`config.mk`:
```
export PLATFORM = sky130hd
export DESIGN_NAME = id_ex_skid_stage
export DESIGN_NICKNAME = d
export VERILOG_FILES = /design/src/rtl/id_ex_pkg.sv /design/src/rtl/pipe_skid_buf.sv /design/src/rtl/id_ex_skid_stage.sv
export SDC_FILE = /design/constraint.sdc
export NUM_CORES = 1
export LEC_CHECK = 0
export CAP_MARGIN = 15
export CELL_PAD_IN_SITES_DETAIL_PLACEMENT = 0
export CELL_PAD_IN_SITES_GLOBAL_PLACEMENT = 2
export CORE_MARGIN = 1.5
export CORE_UTILIZATION = 27
export DETAILED_ROUTE_END_ITERATION = 7
export PLACE_DENSITY = 0.82
export SLEW_MARGIN = 40
export SYNTH_ARGS = -nofsm -noshare
export SYNTH_HDL_FRONTEND = slang
export SYNTH_SLANG_ARGS = --single-unit
```
`constraint.sdc`:
```
create_clock -name clk -period 1.6 [get_ports clk]
set_clock_uncertainty 0.2 [all_clocks]
set_input_delay 0.32 -clock clk [delete_from_list [all_inputs] [get_ports clk]]
set_output_delay 0.32 -clock clk [all_outputs]
set_load 0.03 [all_outputs]
```
`src/rtl/id_ex_pkg.sv`:
```
// rtl/id_ex_pkg.sv - instruction field layout, control bundle and immediate helper for the ID/EX stage
package id_ex_pkg;

    localparam int INS_W          = 32;
    localparam int FIELD_W        = 5;
    localparam int RS_LSB         = 21;
    localparam int RT_LSB         = 16;
    localparam int RD_LSB         = 11;
    localparam int SHAMT_LSB      = 6;
    localparam int IMM_W          = 16;
    localparam int ALU_CODE_W_DEF = 5;

    typedef struct packed {
        logic                      reg_wen;
        logic                      reg_des;
        logic                      dmem_alu;
        logic                      jr;
        logic [ALU_CODE_W_DEF-1:0] alu_code;
    } ctrl_t;

    // Full 64-bit extension; callers keep the low DATA_W bits.
    function automatic logic [63:0] sext_imm(input logic [INS_W-1:0] ins);
        return {{(64-IMM_W){ins[IMM_W-1]}}, ins[IMM_W-1:0]};
    endfunction

endpackage

```
`src/rtl/pipe_skid_buf.sv`:
```
// rtl/pipe_skid_buf.sv - generic 2-entry skid buffer (main + skid register) with flush
module pipe_skid_buf #(
    parameter int WIDTH = 8
) (
    input  logic             clk,
    input  logic             rst,
    input  logic             flush,
    input  logic             in_valid,
    output logic             in_ready,
    input  logic [WIDTH-1:0] in_data,
    output logic             out_valid,
    input  logic             out_ready,
    output logic [WIDTH-1:0] out_data
);

    logic             main_valid;
    logic             skid_valid;
    logic [WIDTH-1:0] main_data;
    logic [WIDTH-1:0] skid_data;
    logic             accept;
    logic             xfer;

    // Registered-only ready: no combinational path from out_ready.
    assign in_ready  = !skid_valid && !rst;
    assign accept    = in_valid && in_ready;
    assign out_valid = main_valid;
    assign out_data  = main_data;
    assign xfer      = main_valid && out_ready;

    always_ff @(posedge clk) begin
        if (rst) begin
            main_valid <= 1'b0;
            skid_valid <= 1'b0;
            main_data  <= '0;
            skid_data  <= '0;
        end else if (flush) begin
            main_valid <= 1'b0;
            skid_valid <= 1'b0;
        end else if (!main_valid || xfer) begin
            // A full skid implies in_ready=0, so no accept competes with the refill.
            if (skid_valid) begin
                main_data  <= skid_data;
                main_valid <= 1'b1;
                skid_valid <= 1'b0;
            end else begin
                main_valid <= accept;
                if (accept) begin
                    main_data <= in_data;
                end
            end
        end else if (accept) begin
            skid_data  <= in_data;
            skid_valid <= 1'b1;
        end
    end

endmodule

```
`src/rtl/id_ex_skid_stage.sv`:
```
// rtl/id_ex_skid_stage.sv - ID/EX pipeline register on a 2-entry skid buffer
// Define ID_EX_PERF_CNT_EN to add saturating stall_cnt/bubble_cnt outputs.
module id_ex_skid_stage
    import id_ex_pkg::*;
#(
    parameter int DATA_W     = 32,
    parameter int ALU_CODE_W = ALU_CODE_W_DEF,
    parameter int REG_ADDR_W = 5
) (
    input  logic                  clk,
    input  logic                  rst,
    input  logic                  in_valid,
    output logic                  in_ready,
    input  logic [DATA_W-1:0]     data_1_in,
    input  logic [DATA_W-1:0]     data_2_in,
    input  logic [INS_W-1:0]      ins_in,
    input  logic                  reg_wen_in,
    input  logic                  reg_des_in,
    input  logic                  dmem_alu_in,
    input  logic                  jr_in,
    input  logic [ALU_CODE_W-1:0] alu_code_in,
    input  logic                  flush,
    output logic                  out_valid,
    input  logic                  out_ready,
    output logic [DATA_W-1:0]     data_1_out,
    output logic [DATA_W-1:0]     data_2_out,
    output logic [DATA_W-1:0]     imm_out,
    output logic [REG_ADDR_W-1:0] rs_out,
    output logic [REG_ADDR_W-1:0] rt_out,
    output logic [REG_ADDR_W-1:0] rd_out,
    output logic [REG_ADDR_W-1:0] shamt_out,
    output logic                  reg_wen_out,
    output logic                  reg_des_out,
    output logic                  dmem_alu_out,
    output logic                  jr_out,
    output logic [ALU_CODE_W-1:0] alu_code_out
`ifdef ID_EX_PERF_CNT_EN
    ,
    output logic [31:0]           stall_cnt,
    output logic [31:0]           bubble_cnt
`endif
);

    localparam int PAY_W = 3*DATA_W + 4*REG_ADDR_W + 4 + ALU_CODE_W;

    logic [63:0]           imm_full;
    logic [DATA_W-1:0]     imm_in;
    logic [REG_ADDR_W-1:0] rs_in;
    logic [REG_ADDR_W-1:0] rt_in;
    logic [REG_ADDR_W-1:0] rd_in;
    logic [REG_ADDR_W-1:0] shamt_in;
    logic [PAY_W-1:0]      pay_in;
    logic [PAY_W-1:0]      pay_out;
    logic                  reg_wen_q;
    logic                  jr_q;

    assign imm_full = sext_imm(ins_in);
    assign imm_in   = imm_full[DATA_W-1:0];
    assign rs_in    = REG_ADDR_W'(ins_in[RS_LSB +: FIELD_W]);
    assign rt_in    = REG_ADDR_W'(ins_in[RT_LSB +: FIELD_W]);
    assign rd_in    = REG_ADDR_W'(ins_in[RD_LSB +: FIELD_W]);
    assign shamt_in = REG_ADDR_W'(ins_in[SHAMT_LSB +: FIELD_W]);

    assign pay_in = {data_1_in, data_2_in, imm_in, rs_in, rt_in, rd_in, shamt_in,
                     reg_wen_in, reg_des_in, dmem_alu_in, jr_in, alu_code_in};

    pipe_skid_buf #(
        .WIDTH(PAY_W)
    ) u_buf (
        .clk      (clk),
        .rst      (rst),
        .flush    (flush),
        .in_valid (in_valid),
        .in_ready (in_ready),
        .in_data  (pay_in),
        .out_valid(out_valid),
        .out_ready(out_ready),
        .out_data (pay_out)
    );

    assign {data_1_out, data_2_out, imm_out, rs_out, rt_out, rd_out, shamt_out,
            reg_wen_q, reg_des_out, dmem_alu_out, jr_q, alu_code_out} = pay_out;

    // A bubble must never write the register file or redirect the PC.
    assign reg_wen_out = out_valid && reg_wen_q;
    assign jr_out      = out_valid && jr_q;

`ifdef ID_EX_PERF_CNT_EN
    always_ff @(posedge clk) begin
        if (rst) begin
            stall_cnt  <= '0;
            bubble_cnt <= '0;
        end else begin
            if (out_valid && !out_ready && stall_cnt != 32'hFFFF_FFFF) begin
                stall_cnt <= stall_cnt + 32'd1;
            end
            if (!out_valid && bubble_cnt != 32'hFFFF_FFFF) begin
                bubble_cnt <= bubble_cnt + 32'd1;
            end
        end
    end
`endif

endmodule
```
== Yosys cells after proc, flatten, opt, wreduce, memory -nomap -nowiden ==
Cells that the tools add are included.

* Register bits: 252
* Input port bits: 110
* Output and inout bits: 127
* Word-level logic and storage cells: 23

* Muxes and demuxes: 3
* Bitwise gates (word level): 2
* Reduce and logical (&&, ||, !) cells: 14

{| class="wikitable"
|+ Operator list
! kind !! number
|-
| 2-to-1 mux 125 bit || 2
|-
| AND reduction 3 bit || 2
|-
| logical AND 1 bit || 5
|-
| zero test 1 bit || 3
|-
| OR reduction 3 bit || 1
|-
| inverter 1 bit || 2
|-
| nonzero test 2 bit || 1
|-
| OR reduction 2 bit || 1
|-
| logical OR 1 bit || 1
|-
| 2-to-1 mux 1 bit || 1
|}

== Longest topological paths before layout ==
Gate-level depths: netlist (run 1).

* Depth in word-level cells: 5
* Depth in mapped cells: 7
* Gate-level depth less buffers: 3

== Cells and area by module ==
Synthesis (run 1) repeated with hierarchy kept, for this count alone.

* Cell total of the unflattened synthesis: 1,103
* Area total of the unflattened synthesis: 11,681.2 sq um

{| class="wikitable"
|+ By module, submodules not included
! module !! instances !! cells each !! area each (sq um) !! sequential area each (sq um)
|-
| pipe_skid_buf || 1 || 1,101 || 11,668.7 || 5,044.8
|-
| id_ex_skid_stage || 1 || 2 || 12.5 || 0.0
|}

== Least setup slack after synthesis (run 1) ==
OpenSTA, ideal clock, no wires.

* Path kind: input -> output
* Start point: in rst
* End point: out in_ready
* Arrival time: 1,357 ps
* Required time: 1,080 ps
* Slack: -277 ps
* Cell stages on the path: 5
* Path buffers: 4
* Cells stage by stage: buf_2 buf_2 buf_2 buf_2 nor2_1

* Longest elaborated chain between the ends: 2

{| class="wikitable"
|+ Ends and longest elaborated chain
! item !! RTL line !! RTL
|-
| start: declaration || id_ex_skid_stage.sv:11 || <nowiki>input logic rst,</nowiki>
|-
| zero test 1 bit || pipe_skid_buf.sv:24 || <nowiki>assign in_ready = !skid_valid && !rst;</nowiki>
|-
| logical AND 1 bit || pipe_skid_buf.sv:24 ||
|-
| end: declaration || id_ex_skid_stage.sv:13 || <nowiki>output logic in_ready,</nowiki>
|}

Every way passes these cells.

== Final worst setup path (run 1) ==
* Start point: reg u_buf.main_valid, in the netlist u_buf.out_valid
* End point: reg u_buf.skid_data[81]

* Longest elaborated chain between the ends: 4
* Elaborated cells on any way between the ends: 5
* Those cells by class: bitwise (1); reduce/logical (4)

{| class="wikitable"
|+ Ends and longest elaborated chain
! item !! RTL line !! RTL
|-
| start: declaration || pipe_skid_buf.sv:16 || <nowiki>logic main_valid;</nowiki>
|-
| start signal: assignment || pipe_skid_buf.sv:46 || <nowiki>main_valid <= accept;</nowiki>
|-
| zero test 1 bit / logical AND 1 bit (equally long branches) || pipe_skid_buf.sv:39, pipe_skid_buf.sv:28 ||
|-
| logical OR 1 bit (*) || pipe_skid_buf.sv:39 || <nowiki>end else if (!main_valid || xfer) begin</nowiki>
|-
| inverter 1 bit (no source line) (*) || n/a ||
|-
| AND reduction 3 bit (no source line) (*) || n/a ||
|-
| end signal: assignment || pipe_skid_buf.sv:52 || <nowiki>skid_data <= in_data;</nowiki>
|-
| end: declaration || pipe_skid_buf.sv:19 || <nowiki>logic [WIDTH-1:0] skid_data;</nowiki>
|}

Every way passes the cells marked *; elsewhere a longest branch is shown, timed or not.
A chain may end at the register's enable or synchronous reset.

==> results_dict.tcl, run 1 <==
set metrics [dict create \
    clkLatencyLatePin_ns 0.45 \
    dr.pass1.iters 5 \
    ir_drop_v 0.000737 \
    routed-via-count 8423 \
    fin_nets 1400 \
    setup_viol 220 \
    tightest_slew_ns 0.317 \
    grt_pass1_vias 8177 \
    netlist_instances 1127 \
    area_growth_pct 50.5 \
    switching_share_pct 27.8 \
    drtIter0Drc 382 \
    ys_types 19 \
    power_switching_w 0.00315 \
    powerDensity_nw_per_um2 745 \
    crit_path_start_kind "flip-flop" \
    fp.dieArea_um2 38600 \
    hp-class "primary input to flip-flop" \
    slew_headroom_pct 78.8 \
    grt_overflow 0 \
    hold_violations 0 \
    ys_warn_count 0 \
    status "complete, but fails checks" \
    postSynthAreaPerCell_um2 8.98 \
    cts_made_buffers 17 \
    ys_seq_area_share_pct 39.6 \
    die-width_um 197 \
    cap_violations 0 \
    grt_max_degree 51 \
    port-buffer-count 230 \
    rsz0062_at_grt "true" \
    setup_ws_ns -0.201 \
    period_share_pct 113 \
    netlist_area_um2 10100 \
    endpoint_kind "flip-flop" \
    routed_wl_um 34600 \
    seqPwrFrac_pct 45.3 \
    wl_per_cell_um 19.5 \
    drive_above_1_share_pct 41.0 \
    crit_fanout 11 \
    internal_power_w 0.00819 \
    ios 237 \
    timing.final.crit_period_ns 1.80 \
    ant_nets 0 \
    hpwl_um 17900 \
    maxClockFrequency_mhz 555 \
    die_h_um 197 \
    clk_pin_slew_ns 0.07 \
    layout_commonest_cell "dfxtp_1" \
    fin_setup_tns_ns -29.57 \
    gr-usage-all-layers_pct 16.3 \
    final_area_um2 15200 \
    gp_congestion 0.714 \
    synth_fp_nets 1237 \
    pwr-share-clk_pct 38.1 \
    place_inst 1662 \
    ys_seq_elements 200 \
    leakagePower_nw 6.00 \
    antenna_found_initial 1 \
    grt_pass1_wl_um 48300 \
    rows 70 \
    start_util_pct 27.5 \
    drv_slew 0 \
    mostFrequentLayoutCells "197 x dfxtp_1, 101 x nor2_1, 100 x clkdlybuf4s50_1" \
    root_buffer "clkbuf_16" \
    cts.sinks 200 \
    clock_tree.buffer_depth 2 \
    crit_type "flip-flop to flip-flop" \
    instances_no_fill 1772 \
    required_ns 1.74 \
    viasPerCell 4.75 \
    violations "negative setup slack" \
    comb_power_share_pct 16.7 \
    ctsHoldBuffers 0 \
    arrival_ns 1.94 \
    cts_tree "done" \
    core_um2 36800 \
    dpl_cell_area_um2 12500 \
    drc 0 \
    ctsHtreeMaxLevel 4 \
]
==> power groups by stage <==
stage | combinational (W) | sequential [W] | clock [W]
after global routing | 0.00200 | 0.00515 | 0.00466
after global placement | 0.00156 | 0.00525 | 0
after floorplan | 0.000928 | 0.00523 | 0
final | 0.00189 | 0.00514 | 0.00432
after detailed placement | 0.00157 | 0.00525 | 0
after CTS | 0.00174 | 0.00513 | 0.00447
==> worst max-delay path: stages, from the launching register on <==
cell     delay, ns
dfxtp_4       0.36
or4b_4        0.53
buf_12        0.19
buf_16        0.16
o21ai_2       0.14
a21oi_1       0.08
==> per-stage QoR <==
stage / total power (W) / util (%) / hold slack [ns] / setup WS, ns
finish: 0.0113 / 41.4 / 0.0569 / -0.201
global route: 0.0118 / 41.4 / 0.0450 / -0.245
CTS: 0.0113 / 38.3 / 0.00443 / -0.240
detailed placement: 0.00682 / 33.9 / 0.270 / -0.703
global placement: 0.00681 / 33.9 / 0.264 / -0.675
floorplan: 0.00616 / - / 0.183 / -0.0554
==> kinds of logic after synthesis <==
family	Yosys count	synth area share [%]
simple gates	308	15.4
mux	198	20.8
buf+inv	221	14.2
flops	200	39.6
compound gates	200	9.99
==> path summary, 6_finish.rpt <==
check	start	to	slack [ns]	cells past startpoint
setup reg to reg	u_buf.out_valid$_SDFFE_PP0P_	u_buf.skid_data[81]$_SDFFE_PP0P_	-0.20	5
hold reg to reg	u_buf.skid_data[104]$_SDFFE_PP0P_	u_buf.skid_data[104]$_SDFFE_PP0P_	0.26	2
hold / removal	flush	u_buf.out_valid$_SDFFE_PP0P_	0.06	2
setup / recovery	u_buf.out_valid$_SDFFE_PP0P_	u_buf.skid_data[81]$_SDFFE_PP0P_	-0.20	5
==> layer usage <==
layer	vias up	global-route usage [%]	routed length [um]
li1	4074	-	-
met1	4125	20.2	15200
met2	202	28.3	17600
met3	22	3.47	1390
met4	0	4.99	352
met5	-	0	0
==> layout make-up <==
| class | count | area [um2] |
|---|---|---|
| multi-input combinational | 706 | 5600 |
| fill | 3612 | 21600 |
| sequential | 200 | 4020 |
| inverter | 1 | 3.75 |
| timing repair buffer | 364 | 4450 |
| antenna | 1 | 2.50 |
| tap | 468 | 586 |
| clock buffer | 21 | 480 |
| clock inverter | 11 | 85.1 |
==> cell usage after synthesis <==
library cell,n,share of area (%)
mux2_2,99,11
clkbuf_1,37,1.4
o21ai_1,99,4.9
or4b_1,1,0.099
a211oi_1,1,0.074
dfxtp_1,200,40
buf_4,128,9.5
and2_1,2,0.12
nand3_1,99,4.9
o211ai_2,1,0.12
buf_2,45,2.2
inv_1,1,0.037
nand2b_1,2,0.12
nor2b_1,101,6.2
nor4b_1,1,0.087
mux2i_1,99,9.8
nor2_1,102,3.8
a21oi_1,99,4.9
buf_6,10,1.1
==> state kept, by name, summed over array words and instances (netlist names) <==
signal / cells
u_buf.out_data: 99
u_buf.out_valid: 1
u_buf.skid_data: 99
u_buf.skid_valid: 1
==> repair_timing <==
action,CTS,global route
pin swaps,32,138
gates cloned,24,19
resized for setup,585,185
buffers inserted,31,7
setup endpoints to repair,311,224
Note: power is estimated with default switching activity, not from simulation.
==> run 2: changes to the inputs <==
CORE_ASPECT_RATIO = 1.75   (was default)
==> results_dict.tcl, run 2 (same netlist as run 1, synthesis figures left out) <==
set metrics [dict create \
    powerDensity_nw_per_um2 812 \
    dpl_cell_area_um2 12400 \
    root_buffer "clkbuf_16" \
    viasPerCell 4.66 \
    cpPeakStageDelay_ns 0.44 \
    hpwl_um 18600 \
    mostFrequentLayoutCells "197 x dfxtp_1, 101 x nor2_1, 100 x clkdlybuf4s50_1" \
    timing.rr.start "u_buf.skid_valid$_SDFFE_PP0P_" \
    timing.final.crit_period_ns 1.76 \
    place_inst 1664 \
    crit_path_start_kind "primary input" \
    cts.sinks 200 \
    path_buf_inv 3 \
    fp.dieArea_um2 38700 \
    tightest_slew_ns 0.513 \
    antenna_found_initial 2 \
    r2r-end "u_buf.out_data[41]$_SDFFE_PP0P_" \
    drc 0 \
    clk_pin_slew_ns 0.07 \
    area_growth_pct 35.6 \
    layout_commonest_cell "dfxtp_1" \
    setup_viol 216 \
    crit_slowest_cell "clkdlybuf4s50_1" \
    rsz0062_at_grt "true" \
    routed_wl_um 31900 \
    grt_overflow 0 \
    grt_pass1_wl_um 45800 \
    worstHoldStart "rst" \
    required_ns 1.73 \
    ant_nets 0 \
    setup_ws_ns -0.162 \
    period_share_pct 110 \
    min_to "u_buf.skid_data[35]$_SDFFE_PP0P_" \
    cts_made_buffers 17 \
    drtIter0Drc 292 \
    status "complete, but fails checks" \
    gp_congestion 0.729 \
    cts_tree "done" \
    crit_family "buffers and inverters" \
    grt_pass1_vias 7925 \
    clkLatencyLatePin_ns 0.45 \
    leakagePower_nw 5.33 \
    endpoint_kind "flip-flop" \
    crit_fanout 6 \
    drv_slew 0 \
    holdPathStages 3 \
    die_h_um 259 \
    gr-usage-all-layers_pct 15.5 \
    ctsHtreeMaxLevel 4 \
    start_util_pct 27.4 \
    final_area_um2 13700 \
    die-width_um 149 \
    violations "negative setup slack" \
    arrival_ns 1.90 \
    fin_nets 1362 \
    slew_headroom_pct 65.8 \
    core_um2 36900 \
    cp_cell_sequence "clkdlybuf4s50_1 > nand2b_1 > o211ai_4 > buf_12 > bufbuf_16 > mux2_2" \
    ir_drop_v 0.000716 \
    drive_above_1_share_pct 31.0 \
    instances_no_fill 1740 \
    dr.pass1.iters 4 \
    r2r_cells 4 \
    clock_tree.buffer_depth 2 \
    reg2reg_slack_ns -0.14 \
    hold_violations 0 \
    post-place-ws_ns -0.663 \
    cap_violations 0 \
    rows 93 \
    hp-class "primary input to flip-flop" \
    ios 237 \
    grt_max_degree 112 \
    maxClockFrequency_mhz 568 \
    crit_type "primary input to flip-flop" \
    wl_per_cell_um 18.3 \
    routed-via-count 8111 \
    port-buffer-count 230 \
]
run 2: worst max path at each step:
stage | depth (start not counted) | endpoint | start
3_5_place_dp | 5 | u_buf.out_data[94]$_SDFFE_PP0P_ | in_valid
2_1_floorplan | 5 | u_buf.skid_data[41]$_SDFFE_PP0P_ | u_buf.out_valid$_SDFFE_PP0P_
5_1_grt | 7 | u_buf.skid_data[100]$_SDFFE_PP0P_ | u_buf.skid_valid$_SDFFE_PP0P_
3_3_place_gp | 5 | u_buf.out_data[94]$_SDFFE_PP0P_ | in_valid
6_report | 6 | u_buf.out_data[41]$_SDFFE_PP0P_ | out_ready
4_1_cts | 3 | reg_wen_out | u_buf.out_valid$_SDFFE_PP0P_
run 2: repair_timing:
item	in CTS	in global routing
cloned	12	11
hold buffers	1	0
buffers inserted	17	8
hold endpoints to repair	1	0
gates resized for setup	492	39
pin swaps	1	9
setup endpoints to repair	304	221
run 2: through the flow:
| stage | utilization (%) | hold WS, ns | TNS (ns) | power (W) |
|---|---|---|---|---|
| 5_1_grt | 37.2 | 0.0233 | -31.73 | 0.0116 |
| 3_5_place_dp | 33.7 | 0.270 | -118.94 | 0.00677 |
| 2_1_floorplan | - | 0.183 | -9.51 | 0.00616 |
| 4_1_cts | 36.0 | 0.00448 | -18.75 | 0.0112 |
| 6_report | 37.2 | 0.0441 | -20.43 | 0.0111 |
| 3_3_place_gp | 33.7 | 0.264 | -114.78 | 0.00677 |
run 2: cell type report:
class	instances	area [um2]
Antenna cell	2	5.00
Sequential cell	200	4020
Multi-Input combinational cell	706	4950
Inverter	1	3.75
Timing Repair Buffer	326	3600
Clock buffer	23	458
Clock inverter	7	96.3
Tap cell	475	594
Fill cell	3690	23200
run 2: routing by layer:
| layer | GRT usage (%) | wire length [um] | up-vias |
|---|---|---|---|
| met2 | 28.4 | 16700 | 155 |
| met3 | 2.65 | 1000 | 27 |
| met4 | 5.45 | 625 | 0 |
| met5 | 0 | 0 | - |
| li1 | - | - | 3980 |
| met1 | 17.7 | 13500 | 3949 |
run 2: worst reg2reg max path: cells and delay by family, from the launching register on:
| family | cells | cell delay, ns |
|---|---|---|
| AOI/OAI and AO/OA | 1 | 0.26 |
| DFF | 1 | 0.39 |
| buffers and inverters | 2 | 0.47 |
| muxes | 1 | 0.32 |
run 2: power by group:
group	internal, W	switching, W	total, W	leakage, nW
logic	0.000819	0.000876	0.00169	3.44
clock network	0.00234	0.00197	0.00431	0.271
registers	0.00507	0.0000615	0.00513	1.62
==> run 3: changes to the inputs <==
GPL_ROUTABILITY_DRIVEN = 0   (was default)
==> results of run 3 <==
No change in the layout: final DEF, timing and power equal those of run 2.
